### src/rtl/rms_pkg.sv
// Shared types and helpers for the mean-square / RMS datapath.
package rms_pkg;

  typedef enum logic [1:0] {
    S_IDLE = 2'd0,
    S_MUL  = 2'd1,
    S_ACC  = 2'd2,
    S_OUT  = 2'd3
  } state_t;

  // Width of a sum of 2^log_n squares of sbits-wide values; never overflows.
  function automatic int unsigned acc_width(input int unsigned sbits,
                                            input int unsigned log_n);
    return 2 * sbits + log_n;
  endfunction

  // Clamp value to the largest unsigned number representable in nbits (nbits < 64).
  function automatic logic [63:0] saturate(input logic [63:0]  value,
                                           input int unsigned nbits);
    logic [63:0] limit;
    limit = (64'd1 << nbits) - 64'd1;
    return (value > limit) ? limit : value;
  endfunction

endpackage

### src/rtl/serial_square.sv
// Serial shift-add squarer: one multiplier bit per cycle, SBITS cycles per operand.
module serial_square
  import rms_pkg::*;
#(
  parameter int unsigned SBITS = 4
) (
  input  logic                 clock,
  input  logic                 reset,
  input  logic                 start,
  input  logic [SBITS-1:0]     operand,
  output logic                 done,
  output logic [2*SBITS-1:0]   product
);

  localparam int unsigned CW = $clog2(SBITS + 1);

  logic [2*SBITS-1:0] mcand;
  logic [SBITS-1:0]   mplier;
  logic [CW-1:0]      bit_cnt;
  logic               busy;

  // done marks the cycle whose edge performs the final add; product is final afterwards
  assign done = busy && (bit_cnt == CW'(SBITS - 1));

  // Load operand on start, then add-and-shift once per cycle until all bits are consumed
  always_ff @(posedge clock or negedge reset) begin
    if (!reset) begin
      mcand   <= '0;
      mplier  <= '0;
      product <= '0;
      bit_cnt <= '0;
      busy    <= 1'b0;
    end else if (start) begin
      mcand   <= (2*SBITS)'(operand);
      mplier  <= operand;
      product <= '0;
      bit_cnt <= '0;
      busy    <= 1'b1;
    end else if (busy) begin
      if (mplier[0]) begin
        product <= product + mcand;
      end
      mcand   <= mcand << 1;
      mplier  <= mplier >> 1;
      bit_cnt <= bit_cnt + 1'b1;
      if (done) begin
        busy <= 1'b0;
      end
    end
  end

endmodule

### src/rtl/mean_square.sv
// Streaming mean-square stage: squares 2^LOG_N samples, outputs floor(sum / 2^LOG_N), saturated.
module mean_square
  import rms_pkg::*;
#(
  parameter int unsigned SBITS = 4,
  parameter int unsigned NBITS = 8,
  parameter int unsigned LOG_N = 2
) (
  input  logic              clock,
  input  logic              reset,
  input  logic [SBITS-1:0]  sample,
  input  logic              iValid,
  output logic              iReady,
  output logic [NBITS-1:0]  result,
  output logic              oValid,
  input  logic              oReady
);

  localparam int unsigned ACC_W = acc_width(SBITS, LOG_N);

  state_t              state;
  logic [ACC_W-1:0]    acc;
  logic [ACC_W-1:0]    next_acc;
  logic [ACC_W-1:0]    mean;
  logic [LOG_N-1:0]    cnt;
  logic                mul_start;
  logic                mul_done;
  logic [2*SBITS-1:0]  product;

  assign mul_start = (state == S_IDLE) && iValid && iReady;

  serial_square #(
    .SBITS (SBITS)
  ) u_square (
    .clock   (clock),
    .reset   (reset),
    .start   (mul_start),
    .operand (sample),
    .done    (mul_done),
    .product (product)
  );

  // Running sum including the square finishing this cycle, and its truncated mean
  always_comb begin
    next_acc = acc + ACC_W'(product);
    mean     = next_acc >> LOG_N;
  end

  // Window sequencer; iReady and oValid are registered alongside the state they belong to
  always_ff @(posedge clock or negedge reset) begin
    if (!reset) begin
      state  <= S_IDLE;
      acc    <= '0;
      cnt    <= '0;
      result <= '0;
      oValid <= 1'b0;
      iReady <= 1'b0;
    end else begin
      case (state)
        S_IDLE: begin
          if (iValid && iReady) begin
            state  <= S_MUL;
            iReady <= 1'b0;
          end else begin
            iReady <= 1'b1;
          end
        end
        S_MUL: begin
          if (mul_done) begin
            state <= S_ACC;
          end
        end
        S_ACC: begin
          acc <= next_acc;
          cnt <= cnt + 1'b1;
          if (cnt == '1) begin
            state  <= S_OUT;
            result <= NBITS'(saturate(64'(mean), NBITS));
            oValid <= 1'b1;
          end else begin
            state  <= S_IDLE;
            iReady <= 1'b1;
          end
        end
        S_OUT: begin
          if (oReady) begin
            acc    <= '0;
            cnt    <= '0;
            oValid <= 1'b0;
            state  <= S_IDLE;
            iReady <= 1'b1;
          end
        end
        default: begin
          state <= S_IDLE;
        end
      endcase
    end
  end

endmodule

### config.mk
export PLATFORM = sky130hd
export DESIGN_NAME = mean_square
export DESIGN_NICKNAME = d
export VERILOG_FILES = /design/src/rtl/rms_pkg.sv /design/src/rtl/serial_square.sv /design/src/rtl/mean_square.sv
export SDC_FILE = /design/constraint.sdc
export NUM_CORES = 1
export LEC_CHECK = 0
export CORE_AREA = 8 8 82 84
export DETAILED_ROUTE_END_ITERATION = 12
export DIE_AREA = 0 0 90 92
export PLACE_DENSITY = 0.71
export SLEW_MARGIN = 20
export SYNTH_ARGS = -nofsm -noshare
export SYNTH_HDL_FRONTEND = slang
export SYNTH_HIERARCHICAL = 1
export SYNTH_SLANG_ARGS = --single-unit
### constraint.sdc
create_clock -name clock -period 1.8 [get_ports clock]
set_clock_uncertainty 0.1 [all_clocks]
set_input_delay 0.18 -clock clock [delete_from_list [all_inputs] [get_ports clock]]
set_output_delay 0.18 -clock clock [all_outputs]
set_load 0.02 [all_outputs]
# --- After elaboration in Yosys (flattened, before gate mapping) ---
# Index checks and enable logic that the tools add are counted.
totals:
  regBits: 48
  inputBits: 8
  out_inout_bits: 10
  elab_cells: 69
classes:
  addsub: 4
  order_cmp: 1
  n_eq_ne: 10
  muxes: 28
  reduce_logical: 15
op_table:
  columns: ["cell", "n"]
  rows:
  - ["$mux 8", 6]
  - ["$pmux 10 s2", 1]
  - ["$add 10x8->10", 1]
  - ["$mux 10", 1]
  - ["$reduce_and 3->1", 3]
  - ["$add 8x8->8", 1]
  - ["$gt 8x8->1 const B", 1]
  - ["$mux 1", 8]
  - ["$mux 2", 4]
  - ["$mux 4", 2]
  - ["$ne 2x2->1 const B", 4]
  - ["$pmux 2 s4", 1]
  - ["$eq 2x2->1 const B", 3]
  - ["$mux 3", 2]
  - ["$reduce_and 2->1", 3]
  - ["$reduce_bool 2->1", 3]
  - ["$logic_and 1x1->1", 4]
  - ["$pmux 2 s2", 1]
  - ["$add 3x1->3 const B", 1]
  - ["$eq 3x2->1 const B", 1]
  - ["$pmux 1 s3", 1]
  - ["$reduce_bool 3->1", 1]
  - ["$add 2x1->2 const B", 1]
  - ["$eq 2x1->1 const B", 1]
  - ["3 further kinds", 3]

# --- Longest topological paths before layout ---
logic_depth:
  depth_word: 5
  depth_mapped: 7
  ltp_nobuf: 7

# --- By module ---
# The synthesis kept the hierarchy.
modules_own_cells:
  columns: ["mod", "instances", "cells_each", "area_each_um2", "seq_area_each_um2"]
  rows:
  - ["serial_square", 1, 131, 1330.0, 600.6]
  - ["mean_square", 1, 137, 1308.8, 600.6]

# --- Worst setup path before layout ---
# No wires, ideal clock.
synth_path:
  kind: "flip-flop to flip-flop"
  startpoint: "reg u_square.product[0]"
  endpoint: "reg result[6]"
  setup_ns: 0.095
  arrival_time_ns: 1.750
  required_ns: 1.605
  slack_ns: -0.145
  stages_incl_launch_ff: 8
  n_path_buf: 0
  period_less_slack_ns: 1.945
  cell_sequence: "dfrtp_1 ha_1 fa_1 a21oi_1 nand4b_1 a21oi_1 o21a_1 o31ai_1"
synth_between:
  elab_chain_cells: 3
synth_rtl:
  columns: ["item", "line_no", "source"]
  rows:
  - ["start, declared", "serial_square.sv:12", "output logic [2*SBITS-1:0] product"]
  - ["start signal, assigned", "serial_square.sv:41", "product <= product + mcand;"]
  - ["$add 10x8->10 (*)", "mean_square.sv:45", "next_acc = acc + ACC_W'(product);"]
  - ["$gt 8x8->1", "rms_pkg.sv:22", "return (value > limit) ? limit : value;"]
  - ["$mux 8 (*)", "rms_pkg.sv:22", null]
  - ["end signal, assigned", "mean_square.sv:78", "result <= NBITS'(saturate(64'(mean), NBITS));"]
  - ["end, declared", "mean_square.sv:14", "output logic [NBITS-1:0] result,"]
# Every way passes the cells marked *; elsewhere a longest branch is shown, timed or not.
# A chain may end at the register's enable or synchronous reset.

# --- Worst setup path in the final report ---
layout_path:
  startpoint: "reg u_square.product[1]"
  endpoint: "reg acc[9]"
layout_between:
  elab_chain_cells: 2
layout_rtl:
  columns: ["item", "line_no", "source"]
  rows:
  - ["$add 10x8->10", "mean_square.sv:45", null]
  - ["$pmux 10 s2", "mean_square.sv:59", "case (state)"]
  - ["end signal, assigned", "mean_square.sv:74", "acc <= next_acc;"]
  - ["end, declared", "mean_square.sv:22", "logic [ACC_W-1:0] acc;"]
# Every way passes these cells.

==> reports/metrics.cfg <==
[critical_path]
crit_required_ps = 1900
path_cells = ha_4 > a211oi_4 > o21bai_2 > a211oi_1 > or4_1 > o221ai_1
cp-startpoint = u_square/product[1]
r2r_cells = 6
crit_end = acc[9]
cp-start-kind = flop
crit_fanout = 4
cp.arrival_ps = 2040
endpoint_kind = flop
critPathKind = reg2reg
reg2reg_to = acc[9]
rrSetupSlack_ps = -140
cp_slowest_cell = or4_1
max_stage_delay_ps = 490
r2r_start = u_square/product[1]

[power]
p_sw_w = 0.00217
power_switching_share_pct = 39.8
power.density_mw_per_mm2 = 1640
peakVddDrop_mv = 0.881
power_frac_clock_pct = 11.0
comb_power_share_pct = 54.3
intPower_w = 0.00328
power_leakage_nw = 1.55
p_seq_share_pct = 34.7

[timing]
period_share_pct = 108
finalSetupTns_ps = -1170
worst_slew_pin_slew_ps = 479
hold_violations = 0
setup_viol = 13
rsz0062_at_grt = true
worst_slack_ps = -137
slew_violations = 0
period_minus_slack_ps = 1940
relSlewSlack_pct = 68.0
fmax_mhz = 516

[die]
dieHeight_um = 92
rows = 27
dieArea_mm2 = 0.00828
initial_core_util_pct = 48.8
coreArea_mm2 = 0.00541
dieWidth_um = 90
io_pins = 18

[grt]
grt-ovfl-total = 0
grt_pass1_wl_mm = 9.32
grt_usage_pct = 13.4
antenna_found_initial = 0
grt_max_degree = 31
grt_pass1_vias = 2022

[route]
wl_mm = 5.38
drc = 0
wl_per_cell_um = 13.9
vias = 2075
drtAntennaViolNets = 0
first_iter_violations = 60
vias_per_cell = 5.36
firstDrtPassIters = 4

[finish]
multiInputGateArea_mm2 = 0.00149
n_fill_cell = 463
seq_area_mm2 = 0.00120
final_cells = 387
final_net_count = 343
area_growth_pct = 25.9
diodes = 0
post-route-util_pct = 61.5
drive_above_1_share_pct = 21.3
layout_commonest_cell = dfrtp_1
final_cell_mix = dfrtp_1 (47), nand2_1 (41), buf_4 (30)

[synthesis]
synth_fa_ha_area_share_pct = 10.1
ys_types = 45
synth_ff_type = dfrtp_1
async_flop_share_pct = 100
syn_nets = 296
netlist.area_leader.share_pct = 45.5
synth_xor_area_share_pct = 2.66
syn_area_mm2 = 0.00264
synth.avg_cell_area_um2 = 9.85
syn_inst = 268
ys_top_cells_by_area = dfrtp_1 (46%), ha_1 (8.5%), nand2_1 (6.0%), mux2i_1 (4.9%), o21ai_0 (4.0%)
synth_top_family_by_area = compound AO/OA/AOI/OAI gates
ys_ff_latch = 48
yosys_warnings = 6
synth_edf_count = 0
yosys-mux-area-fraction_pct = 5.36
yosysSeqAreaShare_pct = 45.5
yosysTopAreaCell = dfrtp_1
yosys.area_share.simple_pct = 14.6
synth_compound_area_share_pct = 18.7

[job]
drv_cap = 0

[cts]
cts.sinks = 48
cts_made_buffers = 5
htree_levels = 2
clk_path_buf_depth = 2
cts_root_buffer = clkbuf_8
clk-insertion-delay-late_ps = 300
cts_tree = built
clk_pin_slew_worst_paths_ps = 80

[placement]
dpl.cell_count = 377
gp_congestion = 0.805
io_buffers = 17
dp_hpwl_mm = 3.99

[min_path]
hold_path.class = in2async

[status]
violations = negative setup slack
outcome = finished, violations left

==> cells in the mapped netlist, types with 5 or more instances <==
master,number
a21oi_1,19
nor2_1,15
nor3_1,5
clkbuf_1,5
xnor2_1,5
mux2i_1,13
ha_1,18
a21o_1,5
o21ai_0,21
a211oi_1,5
nand2_1,42
inv_1,7
dfrtp_1,48
==> per-stage QoR <==
step | hold WS (ps) | total power (W) | instance area (um^2) | setup WS [ps]
final | 242 | 0.00544 | 3320 | -137
after global routing | 285 | 0.00591 | 3320 | -247
after CTS | 254 | 0.00539 | 3270 | -141
after detailed placement | 45.1 | 0.00472 | 3150 | -129
after global placement | 47.1 | 0.00464 | 3150 | -87.7
after floorplan | -216 | 0.00375 | 2710 | -28.4
==> state kept, by name, summed over array words and instances, names as in the netlist <==
register / cells
acc: 10
cnt: 2
iReady: 1
oValid: 1
result: 8
state: 2
u_square/bit_cnt: 3
u_square/busy: 1
u_square/mcand: 8
u_square/mplier: 4
u_square/product: 8
==> logic make-up after synthesis <==
kind of cell,Yosys count
buffers and inverters,17
AOI/OAI and AO/OA,78
muxes,14
DFF,48
xor gates and xnor gates,8
and+or+nand+nor,83
adders and majority gates,20
==> worst max-delay path, delay by kind of cell, from the launching register on <==
kind,cells,cell delay (ps)
flip-flops,1,470
adder cells (fa/ha/maj),1,310
AO/OA/AOI/OAI,4,480
AND/OR/NAND/NOR,1,490
==> final cells by class <==
cell class | count | share of cell area [%]
repair buffers | 50 | 13.0
inverters | 7 | 0.791
flip-flops and latches | 48 | 36.2
clock inverters | 1 | 0.151
clock buffers | 6 | 2.18
well taps | 72 | 2.71
multi-input cells | 203 | 45.0
==> worst min-delay path by stage <==
stage,startpoint,end,slack [ps]
after CTS,reset,result[5],250
after detailed placement,reset,result[5],50
after global routing,reset,result[3],290
after floorplan,reset,acc[0],-220
final,reset,result[3],240
after global placement,reset,cnt[0],50
==> per-layer routing <==
layer,track usage [%],routed length [um],up-vias
met5,0,0,-
met4,4.16,63,0
met3,3.42,178,6
met2,22.1,2560,23
met1,16.8,2580,992
li1,-,-,1054
==> power groups by stage <==
stage	Clock, W	Combinational [W]	Sequential (W)
floorplan	0	0.00186	0.00189
finish	0.000600	0.00296	0.00189
CTS	0.000618	0.00288	0.00188
detailed placement	0	0.00283	0.00189
global route	0.000649	0.00330	0.00195
global placement	0	0.00276	0.00188
==> timing repair <==
item | CTS | global route
endpoints found under the setup margin | 15 | 16
hold buffers | 1 | 0
pin swaps | 11 | 6
setup buffers | 1 | 1
gates resized for setup | 6 | 8
endpoints found under the hold margin | 18 | 0
(Power assumes the default switching activity.)
